## config.mk

```make
export PLATFORM = sky130hd
export DESIGN_NAME = uart_msg_tx_top
export DESIGN_NICKNAME = d
export VERILOG_FILES = /design/src/rtl/uart_msg_pkg.sv /design/src/rtl/uart_tx_byte.sv /design/src/rtl/uart_msg_tx_top.sv
export SDC_FILE = /design/constraint.sdc
export NUM_CORES = 1
export LEC_CHECK = 0
export CORE_ASPECT_RATIO = 1.1
export CORE_MARGIN = 2
export CORE_UTILIZATION = 55
export CTS_BUF_LIST = sky130_fd_sc_hd__clkbuf_8
export DETAILED_ROUTE_END_ITERATION = 7
export HOLD_SLACK_MARGIN = 0.08
export MAX_ROUTING_LAYER = met4
export PLACE_DENSITY = 0.72
export SLEW_MARGIN = 10
export SYNTH_ARGS = -nofsm -noshare
export SYNTH_HDL_FRONTEND = slang
export SYNTH_SLANG_ARGS = --single-unit
```

## constraint.sdc

```tcl
create_clock -name i_clock -period 4.65 [get_ports i_clock]
set_clock_uncertainty 0.2 [all_clocks]
set_input_delay 0.465 -clock i_clock [delete_from_list [all_inputs] [get_ports i_clock]]
set_output_delay 0.465 -clock i_clock [all_outputs]
set_load 0.01 [all_outputs]
```

## src/rtl/uart_msg_pkg.sv

```systemverilog
// Shared types, constants and helpers for the ROM-message UART transmitter.
// Define UART_PARITY_EN to insert an even-parity bit between data and stop.
package uart_msg_pkg;

   typedef enum logic [2:0] {
      IDLE,
      START,
      DATA,
      PARITY,
      STOP
   } tx_state_e;

   localparam int unsigned DEFAULT_CLKS_PER_BIT = 1085;
   localparam int unsigned MSG_ROM_DEPTH        = 4;
   localparam int unsigned ROM_IDX_W            = $clog2(MSG_ROM_DEPTH);

   // "HI\r\n", entry 0 is sent first.
   localparam logic [7:0] MSG_ROM [MSG_ROM_DEPTH] = '{8'h48, 8'h49, 8'h0D, 8'h0A};

   function automatic logic [7:0] rom_byte(input int unsigned idx);
      logic [7:0] v;
      v = 8'h00;
      if (idx < MSG_ROM_DEPTH) begin
         v = MSG_ROM[idx[ROM_IDX_W-1:0]];
      end
      return v;
   endfunction

   // Line level driven while the serializer sits in a given state.
   function automatic logic line_level(input tx_state_e  s,
                                       input logic [7:0] d,
                                       input logic [2:0] b);
      logic v;
      v = 1'b1;
      case (s)
         START:   v = 1'b0;
         DATA:    v = d[b];
         PARITY:  v = ^d;
         default: v = 1'b1;
      endcase
      return v;
   endfunction

endpackage

```

## src/rtl/uart_tx_byte.sv

```systemverilog
// Single-byte UART serializer with bit-time divider; back-to-back bytes via i_start at stop end.
// Optional parity state is compiled in with UART_PARITY_EN.
module uart_tx_byte
   import uart_msg_pkg::*;
#(
   parameter int unsigned CLKS_PER_BIT = DEFAULT_CLKS_PER_BIT
) (
   input  logic       i_clock,
   input  logic       i_reset,
   input  logic       i_start,
   input  logic [7:0] i_byte,
   output logic       o_serial,
   output logic       o_idle,
   output logic       o_done
);

   localparam int unsigned      DIV_W    = (CLKS_PER_BIT > 1) ? $clog2(CLKS_PER_BIT) : 1;
   localparam logic [DIV_W-1:0] DIV_LAST = DIV_W'(CLKS_PER_BIT - 1);

   tx_state_e        r_state;
   tx_state_e        w_state_d;
   logic [DIV_W-1:0] r_div;
   logic [DIV_W-1:0] w_div_d;
   logic [2:0]       r_bit;
   logic [2:0]       w_bit_d;
   logic [7:0]       r_data;
   logic [7:0]       w_data_d;
   logic             r_serial;
   logic             w_serial_d;
   logic             w_div_last;
   logic             w_done;

   assign w_div_last = (r_div == DIV_LAST);

   always_ff @(posedge i_clock or negedge i_reset) begin
      if (!i_reset) begin
         r_state  <= IDLE;
         r_div    <= '0;
         r_bit    <= '0;
         r_data   <= '0;
         r_serial <= 1'b1;
      end else begin
         r_state  <= w_state_d;
         r_div    <= w_div_d;
         r_bit    <= w_bit_d;
         r_data   <= w_data_d;
         r_serial <= w_serial_d;
      end
   end

   always_comb begin
      w_state_d = r_state;
      w_bit_d   = r_bit;
      w_data_d  = r_data;
      w_done    = 1'b0;
      // Every transition happens on the last divider count, so the divider restarts on entry.
      w_div_d   = (w_div_last || (r_state == IDLE)) ? '0 : r_div + DIV_W'(1);

      case (r_state)
         IDLE: begin
            if (i_start) begin
               w_state_d = START;
               w_data_d  = i_byte;
            end
         end
         START: begin
            if (w_div_last) begin
               w_state_d = DATA;
               w_bit_d   = '0;
            end
         end
         DATA: begin
            if (w_div_last) begin
               if (r_bit == 3'd7) begin
                  w_bit_d   = '0;
`ifdef UART_PARITY_EN
                  w_state_d = PARITY;
`else
                  w_state_d = STOP;
`endif
               end else begin
                  w_bit_d = r_bit + 3'd1;
               end
            end
         end
         PARITY: begin
            if (w_div_last) begin
               w_state_d = STOP;
            end
         end
         STOP: begin
            if (w_div_last) begin
               w_done = 1'b1;
               if (i_start) begin
                  w_state_d = START;
                  w_data_d  = i_byte;
               end else begin
                  w_state_d = IDLE;
               end
            end
         end
         default: begin
            w_state_d = IDLE;
            w_bit_d   = '0;
         end
      endcase

      // Registered line: compute the level of the state being entered.
      w_serial_d = line_level(w_state_d, w_data_d, w_bit_d);
   end

   assign o_serial = r_serial;
   assign o_idle   = (r_state == IDLE);
   assign o_done   = w_done;

endmodule

```

## src/rtl/uart_msg_tx_top.sv

```systemverilog
// Sends the fixed ROM message once per synchronized rising edge of i_serial_start.
// Frame format is 8N1, or 8E1 when UART_PARITY_EN is defined.
module uart_msg_tx_top
   import uart_msg_pkg::*;
#(
   parameter int unsigned CLKS_PER_BIT = DEFAULT_CLKS_PER_BIT,
   parameter int unsigned MSG_LEN      = 4
) (
   input  logic i_clock,
   input  logic i_reset,
   input  logic i_serial_start,
   output logic o_serial
);

   localparam int unsigned      IDX_W    = $clog2(MSG_LEN + 1);
   localparam logic [IDX_W-1:0] IDX_LAST = IDX_W'(MSG_LEN - 1);

   logic             r_sync1;
   logic             r_sync2;
   logic             r_prev;
   logic [IDX_W-1:0] r_byte_idx;
   logic [IDX_W-1:0] w_byte_idx_d;
   logic [IDX_W-1:0] w_load_idx;
   logic [7:0]       w_byte;
   logic             w_edge;
   logic             w_trigger;
   logic             w_more;
   logic             w_tx_start;
   logic             w_tx_idle;
   logic             w_tx_done;

   always_ff @(posedge i_clock or negedge i_reset) begin
      if (!i_reset) begin
         r_sync1    <= 1'b0;
         r_sync2    <= 1'b0;
         r_prev     <= 1'b0;
         r_byte_idx <= '0;
      end else begin
         r_sync1    <= i_serial_start;
         r_sync2    <= r_sync1;
         r_prev     <= r_sync2;
         r_byte_idx <= w_byte_idx_d;
      end
   end

   assign w_edge = r_sync2 & ~r_prev;

   // Edges seen while a message is in flight (including its final stop cycle) are dropped.
   assign w_trigger  = w_edge & w_tx_idle;
   assign w_more     = (r_byte_idx != IDX_LAST);
   assign w_tx_start = w_trigger | (w_tx_done & w_more);
   assign w_load_idx = w_trigger ? '0 : (r_byte_idx + IDX_W'(1));
   assign w_byte     = rom_byte(32'(w_load_idx));

   always_comb begin
      w_byte_idx_d = r_byte_idx;
      if (w_trigger) begin
         w_byte_idx_d = '0;
      end else if (w_tx_done) begin
         w_byte_idx_d = w_more ? (r_byte_idx + IDX_W'(1)) : '0;
      end
   end

   uart_tx_byte #(
      .CLKS_PER_BIT(CLKS_PER_BIT)
   ) u_tx_byte (
      .i_clock (i_clock),
      .i_reset (i_reset),
      .i_start (w_tx_start),
      .i_byte  (w_byte),
      .o_serial(o_serial),
      .o_idle  (w_tx_idle),
      .o_done  (w_tx_done)
   );

endmodule

```

After elaboration in Yosys (flattened, before gate mapping). Cells that the tools add are included.

Register bits after elaboration: 32. Input bits: 3. Word-level logic and storage cells: 65.

Eq/ne operators: 10. Bitwise operators: 6. Magnitude comparators: 3. Add/subtract/negate cells: 3. Reductions and logical operators: 5. Multiplexer cells: 29.

Operators by type and width (count): 8-bit 2-to-1 mux (5); 3-bit 2-to-1 mux (13); 8-bit binary-select mux with 2-bit select (1); 8-bit one-hot mux with 2 select lines (1); 3-bit one-hot mux with 5 select lines (1); 3-bit by 2-bit equality test with 1-bit output, second input constant (4); 11-bit by 1-bit adder with 11-bit output, second input constant (1); 11-bit equality test, second input constant (1); 11-bit 2-to-1 mux (1); 3-bit one-hot mux with 3 select lines (1); 8-bit parity (1); 3-bit by 1-bit adder with 3-bit output, second input constant (2); 3-bit by 1-bit equality test with 1-bit output, second input constant (2); 3-bit equality test, second input constant (2); 3-bit by 4-bit less-than comparator with 1-bit output, second input constant (1); 1-bit 2-to-1 mux (4); 1-bit bitwise AND (3); 1-bit binary-select mux with 3-bit select (1); 3-bit >= comparator, second input constant (1); 3-bit logical NOT (1); 3-bit less-than comparator, second input constant (1); 3-bit by 2-bit != test with 1-bit output, second input constant (1); 2-bit NOT with 3-bit output (1); 1-bit one-hot mux with 3 select lines (1); 5 further kinds (5).

Depth between registers and ports, before layout.
Depth in word-level cells: 15. Gate-level depth with buffers: 12. Gate-level depth less buffers: 11.

Cells and area by module. Synthesis repeated with hierarchy kept, for this count alone.

Cells, all modules: 212. Area total of the unflattened synthesis: 2059.5 um^2.

Modules (own cells, without submodules): uart_tx_byte (sequential area each 651.9 um^2, cells each 177, area an instance 1702.9 um^2, times used 1); uart_msg_tx_top (sequential area each 150.1 um^2, cells each 35, area an instance 356.6 um^2, times used 1).

Least setup slack after synthesis. No wires, ideal clock.

Path type: flip-flop to flip-flop. From: register u_tx_byte.r_state[1]. To: register u_tx_byte.r_serial (netlist: u_tx_byte.o_serial). Library setup time: 0.069 ns. Buffers on the path: 0. Arrival time: 2.467 ns. Data required time: 4.381 ns. Slack: 1.914 ns. Period minus slack after synthesis: 2.736 ns. Cell stages (with the launch flop): 11. Cell sequence: dfrtp_1 > or3_4 > or3b_4 > and2_1 > ha_1 > nand2b_1 > a22oi_1 > a211oi_2 > xnor2_1 > o32a_1 > o21ai_2.

Longest elaborated chain between the ends: 14. Elaborated cells on any way between the ends: 36.

Ends and longest elaborated chain: from (decl) (line uart_tx_byte.sv:20) `tx_state_e r_state;`; from (signal assigned) (line uart_tx_byte.sv:43) `r_state <= w_state_d;`; 3-bit logical NOT (line uart_tx_byte.sv:59, uart_tx_byte.sv:113); 1-bit bitwise AND (line uart_msg_tx_top.sv:49) `assign w_trigger = w_edge & w_tx_idle;`; 3-bit 2-to-1 mux (line uart_msg_tx_top.sv:52) `assign w_load_idx = w_trigger ? '0 : (r_byte_idx + IDX_W'(1));`; 2-bit NOT with 3-bit output (not written as such) (line uart_msg_pkg.sv:24) `v = MSG_ROM[idx[ROM_IDX_W-1:0]];`; 8-bit binary-select mux with 2-bit select (line uart_msg_pkg.sv:24); 8-bit 2-to-1 mux (not written as such) (2 in series) (line uart_msg_pkg.sv:24); 8-bit 2-to-1 mux (line uart_msg_pkg.sv:23) `if (idx < MSG_ROM_DEPTH) begin`; 8-bit 2-to-1 mux (line uart_tx_byte.sv:61, uart_tx_byte.sv:94); 8-bit 2-to-1 mux (line uart_tx_byte.sv:92) `if (w_div_last) begin`; 8-bit one-hot mux with 2 select lines (line uart_tx_byte.sv:59) `case (r_state)`; 1-bit binary-select mux with 3-bit select (line uart_msg_pkg.sv:37) `DATA: v = d[b];`; 1-bit 2-to-1 mux (not written as such) (line uart_msg_pkg.sv:37); 1-bit one-hot mux with 3 select lines (*) (line uart_msg_pkg.sv:35) `case (s)`; via u_tx_byte.w_serial_d (line uart_tx_byte.sv:29) `logic w_serial_d;`; to (signal assigned) (line uart_tx_byte.sv:47) `r_serial <= w_serial_d;`; to (decl) (line uart_tx_byte.sv:28) `logic r_serial;`.

The timed path passes the listed nets; every way through them passes the cells marked *. The select of a mux whose other input is x is not followed. A chain may end at the register's enable or synchronous reset.

Final worst setup path.
From: register u_tx_byte.r_div[0]. To: register u_tx_byte.r_serial (netlist: u_tx_byte.o_serial).

Elaborated cells on any way between the ends: 25.

RTL lines: from (decl) (line uart_tx_byte.sv:22) `logic [DIV_W-1:0] r_div;`; from (signal assigned) (line uart_tx_byte.sv:44) `r_div <= w_div_d;`; 11-bit equality test (*) (line uart_tx_byte.sv:33) `assign w_div_last = (r_div == DIV_LAST);`; 3-bit 2-to-1 mux, on equally long branches (line uart_tx_byte.sv:73, uart_tx_byte.sv:67); 3-bit one-hot mux with 3 select lines (*) (line uart_tx_byte.sv:59); via u_tx_byte.w_bit_d[1] (line uart_tx_byte.sv:25) `logic [2:0] w_bit_d;`; 1-bit binary-select mux with 3-bit select (*) (line uart_msg_pkg.sv:37); 1-bit 2-to-1 mux (not written as such) (*) (line uart_msg_pkg.sv:37); 1-bit one-hot mux with 3 select lines (*) (line uart_msg_pkg.sv:35); via u_tx_byte.w_serial_d (line uart_tx_byte.sv:29).

Marks and branches as above.

==> flow_metrics.py <==
metrics = {
    "status": {
        "status": "completed",
    },
    "grt": {
        "antenna_found_initial": 0,
        "grt_pass1_wl_um": 5720,
        "busiest_layer": "met2",
        "grt_max_degree": 33,
        "use_met2_pct": 33.1,
        "grt.total_usage_pct": 21.1,
        "met3_usage_pct": 5.80,
        "use_met1_pct": 27.2,
        "grt_pass1_vias": 1275,
        "overflow": 0,
    },
    "placement": {
        "port_buffers": 3,
        "placed_cell_area_um2": 1790,
        "dp.final_hpwl_um": 2370,
        "gp_congestion": 0.822,
        "post-place-ws_ps": 1650,
        "dp.cells": 200,
    },
    "sta": {
        "hold_viol_final": 0,
        "finalWorstSetupSlack_ps": 1600,
        "fin_crit_sh_pct": 65.6,
        "period_needed_ps": 3050,
        "worst_pin_slew_ps": 617,
        "setup_viol": 0,
        "worst_hold_slack_ps": 157,
        "tns_ps": 0,
        "slew_headroom_pct": 58.6,
        "fmax_mhz": 328,
        "rsz0062_at_grt": "false",
        "slew_violations": 0,
    },
    "synthesis": {
        "yosysWarningCount": 0,
        "async_reset_ff_share_pct": 100,
        "syn_area_um2": 1730,
        "ys_types": 45,
        "muxShareOfSynthArea_pct": 2.97,
        "synth_fa_ha_area_share_pct": 6.51,
        "synth_cells": 165,
        "synth-edff-count": 0,
        "synth_top_family_by_area": "simple AND/OR/NAND/NOR gates",
        "synth_compound_area_share_pct": 13.2,
        "synth_ff_type": "dfrtp_1",
        "ys_ff_latch": 32,
        "mappedNetlistNets": 177,
        "yosys.area_share.simple_pct": 20.1,
        "syn_avg_cell_area_um2": 10.5,
        "ys_seq_area_share_pct": 46.4,
        "synth_xor_area_share_pct": 7.60,
    },
    "detailed_routing": {
        "postRouteWirelength_um": 3210,
        "post_drt_wl_per_cell_um": 15.5,
        "viasPerCell": 5.94,
        "drc": 0,
        "vias": 1230,
        "ant_nets": 0,
        "drt-initial-drc-count": 81,
        "dr.pass1.iters": 4,
    },
    "setup_path": {
        "critPathMaxStageDelay_ps": 520,
        "start_kind": "flop",
        "crit_slowest_cell": "o21ai_1",
        "critPathBufInv": 1,
        "worstPathCellList": "inv_1, ha_1, and4bb_2, and3_1, a32oi_1, o21ai_1, mux2_2, a211oi_1, o21ai_2",
        "path_class": "flop to flop",
        "critical_path.top_delay_family": "compound AO/OA/AOI/OAI gates",
        "crit_fanout": 9,
        "end_kind": "flop",
        "required_ps": 4660,
        "critPathArrivalTime_ps": 3060,
    },
    "cells_and_area": {
        "n_fill_cell": 232,
        "final_nets": 185,
        "syn2layout_area_growth_pct": 8.97,
        "drive_above_1_share_pct": 12.1,
        "layout_common_cells": "dfrtp_1 (31), nor2_1 (19), nand2_1 (13)",
        "design_area_um2": 1880,
        "layoutNonFillerInstCount": 207,
        "insertedDiodeCount": 0,
        "final_common_cell": "dfrtp_1",
        "fin_util_pct": 62.4,
    },
    "clock_tree": {
        "cts_buffers": 5,
        "cts_resized": 0,
        "path_clk_slew_ps": 60,
        "clk_latency_ps": 280,
        "root_buffer": "clkbuf_8",
        "clock_tree.buffer_depth": 2,
        "cts_max_level": 2,
        "numClockSinks": 32,
        "cts_hold_buf": 0,
        "cts_tree": "built",
        "cts_setup_buffers": 0,
    },
    "pwr": {
        "leakage_nw": 0.898,
        "p_per_area_nw_per_um2": 348,
        "intPower_mw": 0.485,
        "p_clk_share_pct": 34.6,
        "sequentialPowerShare_pct": 50.2,
        "comb_power_share_pct": 15.2,
        "power_mw": 0.657,
        "p_switching_mw": 0.171,
        "p_sw_share_pct": 26.1,
        "ir_drop_v": 0.000274,
    },
    "floorplanning": {
        "core_um2": 3020,
        "dieArea_um2": 3610,
        "row_count": 21,
        "initial_utilization_pct": 57.2,
        "ios": 4,
        "die_h_um": 62.8,
        "dieWidth_um": 57.5,
    },
    "job": {
        "drv_cap": 0,
    },
    "hold_path": {
        "hold_path_class": "flop to flop",
    },
}
registers in the layout (all words and copies together), names as in the netlist, 3 cells and up:
register and flops:
u_tx_byte.r_state 3, u_tx_byte.r_div 11, u_tx_byte.r_bit 3, u_tx_byte.r_data 8
r_byte_idx 3
layout make-up:
type	count	area, um2	share of cell area, %
inverter	9	33.8	1.79
timing repair buffer	4	37.5	1.99
sequential	32	802	42.6
tap	34	42.5	2.26
multi-input combinational	121	872	46.3
clock buffer	7	96.3	5.11
routing by layer:
metal | wire, um | vias up | part of all wire [%]
met5 | 0 | - | 0
met4 | 30 | 0 | 0.94
met3 | 138 | 4 | 4.3
met2 | 1620 | 25 | 50
met1 | 1420 | 604 | 44
li1 | - | 597 | -
worst register-to-register path, cell delays in order, from the launching register on:
cell	delay [ps]
dfrtp_1	410
inv_1	70
ha_1	130
and4bb_2	280
and3_1	380
a32oi_1	170
o21ai_1	520
mux2_2	410
a211oi_1	300
o21ai_2	90
power by group through the flow:
stage	registers, mW	logic [mW]	clock network [mW]
after floorplan	0.326	0.0769	0
after global placement	0.333	0.0963	0
after detailed placement	0.335	0.100	0
after CTS	0.330	0.102	0.232
after global routing	0.334	0.116	0.245
final	0.330	0.0999	0.227
cells in the mapped netlist (2+ instances only):
cell     number  area share, %
mux2i_1       4            2.3
a22oi_1       2           0.87
o21ai_1       2           0.58
nand3_1       5            1.4
dfrtp_1      31             45
nor2_1       19            4.1
o21ai_0       6            1.7
ha_1          9            6.5
o21ai_2       2            1.0
a22o_1        3            1.5
xnor2_1       7            3.5
inv_1         9            2.0
buf_2         2           0.58
a21oi_1       4            1.2
and3_1        9            3.3
a32oi_1       3            1.5
nand2_1      13            2.8
xor2_1        8            4.1
worst paths after layout:
check	from	end	slack [ps]	depth (start not counted)
min in group asynchronous	i_reset	u_tx_byte.r_div[5]	370	2
setup reg to reg	u_tx_byte.r_div[0]	u_tx_byte.o_serial	1600	9
max in group asynchronous	i_reset	u_tx_byte.o_serial	3560	2
hold reg to reg	r_sync1	r_sync2	160	0
hold / removal	r_sync1	r_sync2	160	0
setup / recovery	u_tx_byte.r_div[0]	u_tx_byte.o_serial	1600	9
cells by family (layout without fill, tap and decap cells):
kind of cell | Yosys count | count (layout)
buf+inv | 12 | 20
xor+xnor | 15 | 15
mux | 5 | 5
simple gates | 60 | 60
flops | 32 | 32
fa+ha+maj | 9 | 9
compound gates | 32 | 32
Power figures use the tool's default switching activity.
